$ cat config.mk
export PLATFORM = sky130hd
export DESIGN_NAME = sand_sweep_flat
export DESIGN_NICKNAME = d
export VERILOG_FILES = /design/src/rtl/sand_sweep_if.sv /design/src/rtl/sand_sweep.sv /design/src/flat_wrapper.sv
export SDC_FILE = /design/constraint.sdc
export NUM_CORES = 1
export LEC_CHECK = 0
export BUFFER_PORTS_ARGS = -buffer_cell sky130_fd_sc_hd__clkbuf_2
export CAP_MARGIN = 5
export CORE_MARGIN = 10
export CORE_UTILIZATION = 51
export DETAILED_ROUTE_END_ITERATION = 8
export PLACE_DENSITY = 0.78
export SKIP_CTS_REPAIR_TIMING = 1
export SLEW_MARGIN = 0
export SYNTH_ARGS = -nofsm -noshare
export SYNTH_HDL_FRONTEND = slang
export SYNTH_SLANG_ARGS = --single-unit
$ cat constraint.sdc
create_clock -name clk -period 5.26 [get_ports clk]
set_input_delay 0 -clock clk [delete_from_list [all_inputs] [get_ports clk]]
set_output_delay 0 -clock clk [all_outputs]
set_load 0.01 [all_outputs]
$ cat src/rtl/sand_sweep_if.sv
// Grid RAM port plus the physics-stage operand/result bundle of the sand sweeper.
// master: the sweeper; slave: the RAM arbiter / physics-stage side.
interface sand_sweep_if #(
    parameter int ADDR_W = 15
);
    logic              mem_req;
    logic              mem_we;
    logic [ADDR_W-1:0] mem_addr;
    logic [31:0]       mem_wdata;
    logic              mem_gnt;
    logic [31:0]       mem_rdata;

    logic              upd_screenbegin;
    logic              upd_screenend;
    logic              upd_screenbottom;
    logic [31:0]       upd_region;
    logic [31:0]       upd_floor;
    logic [31:0]       upd_new_region;
    logic [31:0]       upd_new_floor;

    modport master (
        output mem_req, mem_we, mem_addr, mem_wdata,
        input  mem_gnt, mem_rdata,
        output upd_screenbegin, upd_screenend, upd_screenbottom,
        output upd_region, upd_floor,
        input  upd_new_region, upd_new_floor
    );

    modport slave (
        input  mem_req, mem_we, mem_addr, mem_wdata,
        output mem_gnt, mem_rdata,
        input  upd_screenbegin, upd_screenend, upd_screenbottom,
        input  upd_region, upd_floor,
        output upd_new_region, upd_new_floor
    );
endinterface

$ cat src/rtl/sand_sweep.sv
// Frame sequencer for the packed sand grid: for every 16-pixel word it reads the
// region word and the word below it, hands both to the physics stage, and writes
// the two results back. The bottom row uses an all-WALL floor and skips the floor
// read/write.
module sand_sweep #(
    parameter int ROW_WORDS = 40,
    parameter int ROWS      = 480,
    parameter int ADDR_W    = 15
) (
    input  logic         clk,
    input  logic         reset_n,
    input  logic         start,
    output logic         busy,
    output logic         done,
    sand_sweep_if.master bus
);
    localparam int COL_W = (ROW_WORDS > 1) ? $clog2(ROW_WORDS) : 1;
    localparam int ROW_W = (ROWS > 1) ? $clog2(ROWS) : 1;
    localparam logic [COL_W-1:0]  LAST_COL = COL_W'(ROW_WORDS - 1);
    localparam logic [ROW_W-1:0]  LAST_ROW = ROW_W'(ROWS - 1);
    localparam logic [ADDR_W-1:0] ROW_STEP = ADDR_W'(ROW_WORDS);

    typedef enum logic [3:0] {
        IDLE,
        RD_R,
        CAP_R,
        RD_F,
        CAP_F,
        CALC,
        WR_R,
        WR_F,
        ADV
    } state_t;

    state_t            state;
    logic [ROW_W-1:0]  row;
    logic [COL_W-1:0]  col;
    logic [ADDR_W-1:0] base;
    logic [31:0]       wb_floor;

    logic              at_end;
    logic              at_bottom;
    logic [ADDR_W-1:0] region_addr;
    logic [ADDR_W-1:0] floor_addr;

    // Position decode and address generation from the registered row/col/base.
    always_comb begin
        at_end      = (col == LAST_COL);
        at_bottom   = (row == LAST_ROW);
        region_addr = base + ADDR_W'(col);
        floor_addr  = region_addr + ROW_STEP;
    end

    assign bus.upd_screenbegin  = (col == '0);
    assign bus.upd_screenend    = at_end;
    assign bus.upd_screenbottom = at_bottom;

    // Sweep state machine; every output is registered here.
    always_ff @(posedge clk) begin
        if (!reset_n) begin
            state          <= IDLE;
            row            <= '0;
            col            <= '0;
            base           <= '0;
            wb_floor       <= '0;
            busy           <= 1'b0;
            done           <= 1'b0;
            bus.mem_req    <= 1'b0;
            bus.mem_we     <= 1'b0;
            bus.mem_addr   <= '0;
            bus.mem_wdata  <= '0;
            bus.upd_region <= '0;
            bus.upd_floor  <= '0;
        end else begin
            done <= 1'b0;
            case (state)
                IDLE: begin
                    if (start) begin
                        row          <= '0;
                        col          <= '0;
                        base         <= '0;
                        busy         <= 1'b1;
                        bus.mem_req  <= 1'b1;
                        bus.mem_we   <= 1'b0;
                        bus.mem_addr <= '0;
                        state        <= RD_R;
                    end
                end
                RD_R: begin
                    if (bus.mem_gnt) begin
                        bus.mem_req <= 1'b0;
                        state       <= CAP_R;
                    end
                end
                CAP_R: begin
                    bus.upd_region <= bus.mem_rdata;
                    if (at_bottom) begin
                        bus.upd_floor <= '1;
                        state         <= CALC;
                    end else begin
                        bus.mem_req  <= 1'b1;
                        bus.mem_we   <= 1'b0;
                        bus.mem_addr <= floor_addr;
                        state        <= RD_F;
                    end
                end
                RD_F: begin
                    if (bus.mem_gnt) begin
                        bus.mem_req <= 1'b0;
                        state       <= CAP_F;
                    end
                end
                CAP_F: begin
                    bus.upd_floor <= bus.mem_rdata;
                    state         <= CALC;
                end
                CALC: begin
                    // New region goes straight into the write-data register; only
                    // the floor result needs holding until the second write.
                    wb_floor      <= bus.upd_new_floor;
                    bus.mem_req   <= 1'b1;
                    bus.mem_we    <= 1'b1;
                    bus.mem_addr  <= region_addr;
                    bus.mem_wdata <= bus.upd_new_region;
                    state         <= WR_R;
                end
                WR_R: begin
                    if (bus.mem_gnt) begin
                        if (at_bottom) begin
                            bus.mem_req <= 1'b0;
                            bus.mem_we  <= 1'b0;
                            done        <= at_end;
                            state       <= ADV;
                        end else begin
                            bus.mem_addr  <= floor_addr;
                            bus.mem_wdata <= wb_floor;
                            state         <= WR_F;
                        end
                    end
                end
                WR_F: begin
                    if (bus.mem_gnt) begin
                        bus.mem_req <= 1'b0;
                        bus.mem_we  <= 1'b0;
                        state       <= ADV;
                    end
                end
                ADV: begin
                    if (at_bottom && at_end) begin
                        busy  <= 1'b0;
                        state <= IDLE;
                    end else begin
                        if (at_end) begin
                            col  <= '0;
                            row  <= row + 1'b1;
                            base <= base + ROW_STEP;
                        end else begin
                            col <= col + 1'b1;
                        end
                        // Next region word is always the current one plus one,
                        // whether or not the row wraps.
                        bus.mem_req  <= 1'b1;
                        bus.mem_we   <= 1'b0;
                        bus.mem_addr <= region_addr + ADDR_W'(1);
                        state        <= RD_R;
                    end
                end
                default: begin
                    state <= IDLE;
                end
            endcase
        end
    end
endmodule

$ cat src/flat_wrapper.sv
// flat-port wrapper written by rule: the top's interface ports become plain ports
module sand_sweep_flat 
#(
    parameter int ROW_WORDS = 40,
    parameter int ROWS      = 480,
    parameter int ADDR_W    = 15
)
  (clk, reset_n, start, busy, done, bus_mem_req, bus_mem_we, bus_mem_addr, bus_mem_wdata, bus_mem_gnt, bus_mem_rdata, bus_upd_screenbegin, bus_upd_screenend, bus_upd_screenbottom, bus_upd_region, bus_upd_floor, bus_upd_new_region, bus_upd_new_floor);
  sand_sweep_if #(.ADDR_W(ADDR_W)) bus_i ();
  input  logic clk;
  input  logic reset_n;
  input  logic start;
  output logic busy;
  output logic done;
  output wire logic [$bits(bus_i.mem_req)-1:0] bus_mem_req;
  output wire logic [$bits(bus_i.mem_we)-1:0] bus_mem_we;
  output wire logic [$bits(bus_i.mem_addr)-1:0] bus_mem_addr;
  output wire logic [$bits(bus_i.mem_wdata)-1:0] bus_mem_wdata;
  input wire logic [$bits(bus_i.mem_gnt)-1:0] bus_mem_gnt;
  input wire logic [$bits(bus_i.mem_rdata)-1:0] bus_mem_rdata;
  output wire logic [$bits(bus_i.upd_screenbegin)-1:0] bus_upd_screenbegin;
  output wire logic [$bits(bus_i.upd_screenend)-1:0] bus_upd_screenend;
  output wire logic [$bits(bus_i.upd_screenbottom)-1:0] bus_upd_screenbottom;
  output wire logic [$bits(bus_i.upd_region)-1:0] bus_upd_region;
  output wire logic [$bits(bus_i.upd_floor)-1:0] bus_upd_floor;
  input wire logic [$bits(bus_i.upd_new_region)-1:0] bus_upd_new_region;
  input wire logic [$bits(bus_i.upd_new_floor)-1:0] bus_upd_new_floor;
  assign bus_mem_req = bus_i.mem_req;
  assign bus_mem_we = bus_i.mem_we;
  assign bus_mem_addr = bus_i.mem_addr;
  assign bus_mem_wdata = bus_i.mem_wdata;
  assign bus_i.mem_gnt = bus_mem_gnt;
  assign bus_i.mem_rdata = bus_mem_rdata;
  assign bus_upd_screenbegin = bus_i.upd_screenbegin;
  assign bus_upd_screenend = bus_i.upd_screenend;
  assign bus_upd_screenbottom = bus_i.upd_screenbottom;
  assign bus_upd_region = bus_i.upd_region;
  assign bus_upd_floor = bus_i.upd_floor;
  assign bus_i.upd_new_region = bus_upd_new_region;
  assign bus_i.upd_new_floor = bus_upd_new_floor;
  sand_sweep #(.ROW_WORDS(ROW_WORDS), .ROWS(ROWS), .ADDR_W(ADDR_W)) u_core (.clk(clk), .reset_n(reset_n), .start(start), .busy(busy), .done(done), .bus(bus_i));
endmodule
==> Yosys cells after proc, flatten, opt, wreduce, memory -nomap -nowiden <==
Cells that the tools add are included.
{ "totals": {"register_bits": 181, "input_bits": 100, "elab_cells": 105} }
{ "classes": {"addsub": 6, "eq_ne": 23, "n_mux": 43, "reduce_logical": 20} }
{ "ops": {"columns": ["operator", "n"], "rows": [
  ["$pmux W32 S2", 2],
  ["$mux W32", 3],
  ["$mux W15", 6],
  ["$pmux W15 S5", 1],
  ["$pmux W4 S9", 1],
  ["$add A15 B6 Y15 const B", 2],
  ["$pmux W15 S2", 1],
  ["$mux W9", 3],
  ["$mux W4", 6],
  ["$mux W6", 3],
  ["$pmux W9 S2", 1],
  ["$eq A4 B3 Y1 const B", 4],
  ["$ne A2 B2 Y1 const B", 8],
  ["$add A15 B1 Y15 const B", 1],
  ["$add A15 B6 Y15", 1],
  ["$reduce_and A7 Y1", 2],
  ["$pmux W1 S6", 2],
  ["$pmux W6 S2", 1],
  ["$reduce_and A4 Y1", 3],
  ["$reduce_bool A6 Y1", 2],
  ["$mux W1", 11],
  ["$ne A2 B1 Y1 const B", 5],
  ["$add A9 B1 Y9 const B", 1],
  ["$eq A9 B9 Y1 const B", 1],
  ["16 further kinds", 21]
]} }

==> Longest topological paths before layout <==
{ "depth": {"ltp_word": 5, "mapped_depth": 10} }

==> Worst setup path before layout <==
Ideal clock, no wire load.
{ "synth_timing": {"path_type": "register -> register", "start": "register u_core.base[4]", "end": "register u_core.bus.mem_addr[14]", "t_arrival_ps": 2173, "setup_slack_ps": 2958, "stages_incl_launch_ff": 10, "n_path_buf": 1, "path_cell_list": "dfxtp_1 > ha_1 > buf_2 > a21oi_1 > xnor2_2 > nand3_2 > a221oi_1 > nor2_1 > o311ai_1 > nand3_1"} }
{ "synth_between": {"elab_chain_len": 5} }
{ "synth_rtl": {"columns": ["element", "line", "rtl"], "rows": [
  ["from (decl)", "sand_sweep.sv:38", "logic [ADDR_W-1:0] base;"],
  ["from (signal assigned)", "sand_sweep.sv:156", "base <= base + ROW_STEP;"],
  ["$add A15 B6 Y15 (*)", "sand_sweep.sv:50", "region_addr = base + ADDR_W'(col);"],
  ["$add A15 B6 Y15", "sand_sweep.sv:51", "floor_addr = region_addr + ROW_STEP;"],
  ["$mux W15", "sand_sweep.sv:97, sand_sweep.sv:129", null],
  ["$mux W15", "sand_sweep.sv:128", "if (bus.mem_gnt) begin"],
  ["$pmux W15 S5 (*)", "sand_sweep.sv:76", "case (state)"],
  ["to (signal assigned)", "sand_sweep.sv:103", "bus.mem_addr <= floor_addr;"],
  ["to (signal assigned)", "sand_sweep.sv:123", "bus.mem_addr <= region_addr;"],
  ["to (signal assigned)", "sand_sweep.sv:135", "bus.mem_addr <= floor_addr;"],
  ["to (decl)", "sand_sweep_if.sv:22", "output mem_req, mem_we, mem_addr, mem_wdata,"]
]} }
Every way passes the cells marked *; elsewhere a longest branch is shown, timed or not. The select of a mux whose other input is x is not followed.
A chain may end at the register's enable or synchronous reset.

==> Worst setup path in the final report <==
{ "layout_timing": {"start": "register u_core.state[2]", "end": "register u_core.bus.mem_wdata[19]"} }
{ "layout_between": {"elab_chain_len": 3} }
{ "layout_rtl": {"columns": ["element", "line", "rtl"], "rows": [
  ["from (decl)", "sand_sweep.sv:35", "state_t state;"],
  ["from (signal assigned)", "sand_sweep.sv:61", "state <= IDLE;"],
  ["from (signal assigned)", "sand_sweep.sv:86", "state <= RD_R;"],
  ["from (signal assigned)", "sand_sweep.sv:92", "state <= CAP_R;"],
  ["$eq A4 B3 Y1", "sand_sweep.sv:76", null],
  ["$ne A2 B2 Y1 (no line) or $reduce_bool A2 Y1 (tied branches)", null, null],
  ["$reduce_and A3 Y1 (no line)", null, null],
  ["to (signal assigned)", "sand_sweep.sv:124", "bus.mem_wdata <= bus.upd_new_region;"],
  ["to (signal assigned)", "sand_sweep.sv:136", "bus.mem_wdata <= wb_floor;"],
  ["to (decl)", "sand_sweep_if.sv:22", null]
]} }
Several ways; a longest one is shown, not always the timed one.

==> results_dict.tcl <==
set metrics [dict create \
    area_delta_synth_final_pct 33.8 \
    synthAdderAreaFrac_pct 1.58 \
    grt.total_usage_pct 21.8 \
    drtIter0Drc 650 \
    critPathCaptureType "flip-flop" \
    mappedNetlistNets 1052 \
    avgSynthCellArea_um2 8.43 \
    synth_seq_cells 178 \
    arrival_ps 3610 \
    route.detailed.drc 0 \
    rsz0062_at_grt "no" \
    ys_warn_count 0 \
    wl_um 27200 \
    place_hpwl_um 17000 \
    synth_flop_cell "dfxtp_1" \
    pin_count 218 \
    crit_chain "inv_1 -> nor2_1 -> nand3_1 -> buf_4 -> nand2_2 -> nor2_1 -> a211oi_1" \
    critPathMaxFanout 64 \
    synth_compound_area_share_pct 21.4 \
    slowest_delay_ps 900 \
    setup_viol 0 \
    cp-start-kind "flip-flop" \
    hold_depth 3 \
    initial_core_util_pct 52.2 \
    clock_skew_ps 11.1 \
    clk_path_buf_depth 2 \
    hold_viol 0 \
    port_buffers 217 \
    outcome "finished, final reports clean" \
    ys_seq_area_share_pct 44.9 \
    pre_cts_slack_ps 2270 \
    clkSinkCount 178 \
    drive_gt1_share_pct 25.4 \
    cap_violations 0 \
    worst_hold_path_type "input pin to flip-flop" \
    synth_mux_area_share_pct 4.41 \
    cp.required_ps 5580 \
    tightestPinTransition_ps 1200 \
    nets 1324 \
    cts_root_buf "clkbuf_16" \
    synth.cell_area_um2 7940 \
    worst-setup-path-type "flip-flop to flip-flop" \
    final_area_um2 10600 \
    grt_antenna_before_repair 3 \
    routedWlPerCell_um 19.2 \
    synth_xor_area_share_pct 3.74 \
    grt_max_degree 73 \
    power_mw 3.84 \
    dpl_cell_area_um2 9060 \
    vias_per_cell 5.79 \
    tns_ps 0 \
    reg2reg_depth 7 \
    synth_edf_count 0 \
    power_leakage_nw 4.22 \
    grt_pass1_vias 6919 \
    die_area_um2 21000 \
    die_h_um 145 \
    finalMaxSlewViolations 0 \
    fp.coreArea_um2 15200 \
    period_minus_slack_ps 3290 \
    synth_top_family_by_area "compound AO/OA/AOI/OAI gates" \
    cts_tree "built" \
    cp_num_buf_inv 2 \
    die_w_um 145 \
    fin_crit_sh_pct 62.6 \
    vias 8220 \
    grt_pass1_wl_um 36600 \
    clock.fmax_mhz 304 \
    ir_drop_mv 0.269 \
    cts_buffers 17 \
    crit_top_cell "nor2_1" \
    cp_slowest_cell "nand2_2" \
    gp_congestion 0.891 \
    path_clk_slew_ps 70 \
    cpLargestDelayFamily "simple AND/OR/NAND/NOR gates" \
    h-tree-depth 4 \
    syn_inst 942 \
    dr.pass1.iters 6 \
    slew_headroom_pct 19.8 \
    setup_ws_ps 1970 \
    cp_num_cells 7 \
    detail-route-antenna-nets 0 \
    insertion_delay_ps 430 \
    p_per_area_nw_per_um2 361 \
    core.rowCount 45 \
    synthArstFlopShare_pct 0 \
    overflow 0 \
    synth-simple-area-share_pct 19.8 \
    synth_cell_type_count 67 \
]
## power breakdown
part | total, mW | switching (mW) | leakage, nW | internal, mW
Sequential | 1.62 | 0.129 | 1.44 | 1.49
Combinational | 0.950 | 0.585 | 2.49 | 0.365
Clock | 1.27 | 0.592 | 0.291 | 0.678
## layout by cell type, fill, tap and decap left out, drive strengths merged, types with 4 or more instances in the layout
master,instances
clkbuf,234
dfxtp,178
nand2,173
a21oi,99
dlygate4sd3,96
nor2,96
a211oi,39
mux2i,35
o21ai,33
o221a,32
nand3,23
xor2,22
inv,18
nand4,13
nor3,11
xnor2,11
ha,10
buf,10
a31oi,9
and3,8
or3,5
o211ai,5
clkinv,5
diode,4
a21o,4
a221oi,4
## path summary, 6_finish.rpt
kind | from | to | slack [ps]
setup reg to reg | u_core.state[2] | u_core.bus.mem_wdata[19] | 1970
setup / recovery | u_core.state[2] | u_core.bus.mem_wdata[19] | 1970
hold / removal | bus_upd_new_region[4] | u_core.bus.mem_wdata[4] | 60
hold reg to reg | u_core.busy | u_core.busy | 460
## layout make-up
class | instances | area, um^2
well taps | 188 | 235
clock buffers | 17 | 425
inverters | 10 | 38.8
flip-flops and latches | 178 | 3560
diodes | 4 | 10.0
repair buffers | 323 | 2120
multi-input cells | 684 | 4060
clock inverters | 15 | 164
fillers | 1122 | 4580
## metal layers
layer / wire [um] / track usage [%] / up-vias / share of wire (%)
met5: 0 / 0 / - / 0
li1: - / - / 3890 / -
met3: 2250 / 4.95 / 100 / 8.3
met4: 1230 / 9.20 / 0 / 4.5
met2: 13300 / 36.2 / 382 / 49
met1: 10400 / 26.7 / 3848 / 38
## synthesized netlist by cell type (8+ instances only)
cell      number  area share [%]
inv_1          9            0.43
nor3_1        11            0.69
ha_1          10             1.6
and3_1         8            0.63
xor2_1        22             2.4
a31oi_1        9            0.71
nand3_1       22             1.4
clkbuf_1      47             2.2
buf_2         15            0.95
nor2_1        92             4.4
xnor2_1       10             1.1
nand2_1      173             8.2
o221a_2       32             4.5
nand4_1       12            0.95
mux2i_1       35             4.4
o21ai_0       27             1.7
a211oi_1      39             3.7
a21oi_1       98             6.2
dfxtp_1      178              45
## tightest hold or removal path: stages
cell and delay (ps):
clkbuf_2 80, mux2i_1 220, a211oi_1 130
## kinds of logic (layout without fill, tap and decap cells)
family	after synthesis	in the layout
AND/OR/NAND/NOR	355	355
XOR/XNOR	33	33
adder cells (fa/ha/maj)	10	10
flip-flops	178	178
multiplexers	35	35
buffers and inverters	80	365
other	1	5
AO/OA/AOI/OAI	250	250
## state kept, by name, indices dropped and copies added, names as in the netlist
register	cells
u_core.bus.upd_floor	32
u_core.bus.mem_wdata	32
u_core.base	12
u_core.bus.upd_region	32
u_core.state	4
u_core.bus.mem_req	1
u_core.row	9
u_core.busy	1
u_core.bus.mem_addr	15
u_core.bus.mem_we	1
u_core.wb_floor	32
u_core.col	6
u_core.done	1
## stage by stage
stage | util, % | hold slack (ps) | cells
6_report | 69.9 | 57.9 | 1419
5_1_grt | 69.9 | 39.9 | 1418
4_1_cts | 63.5 | -223 | 1319
3_5_place_dp | 59.6 | 230 | 1287
3_3_place_gp | 59.6 | 224 | 1287
2_1_floorplan | - | 126 | 942
No activity file was read; power rests on OpenSTA's default activity.
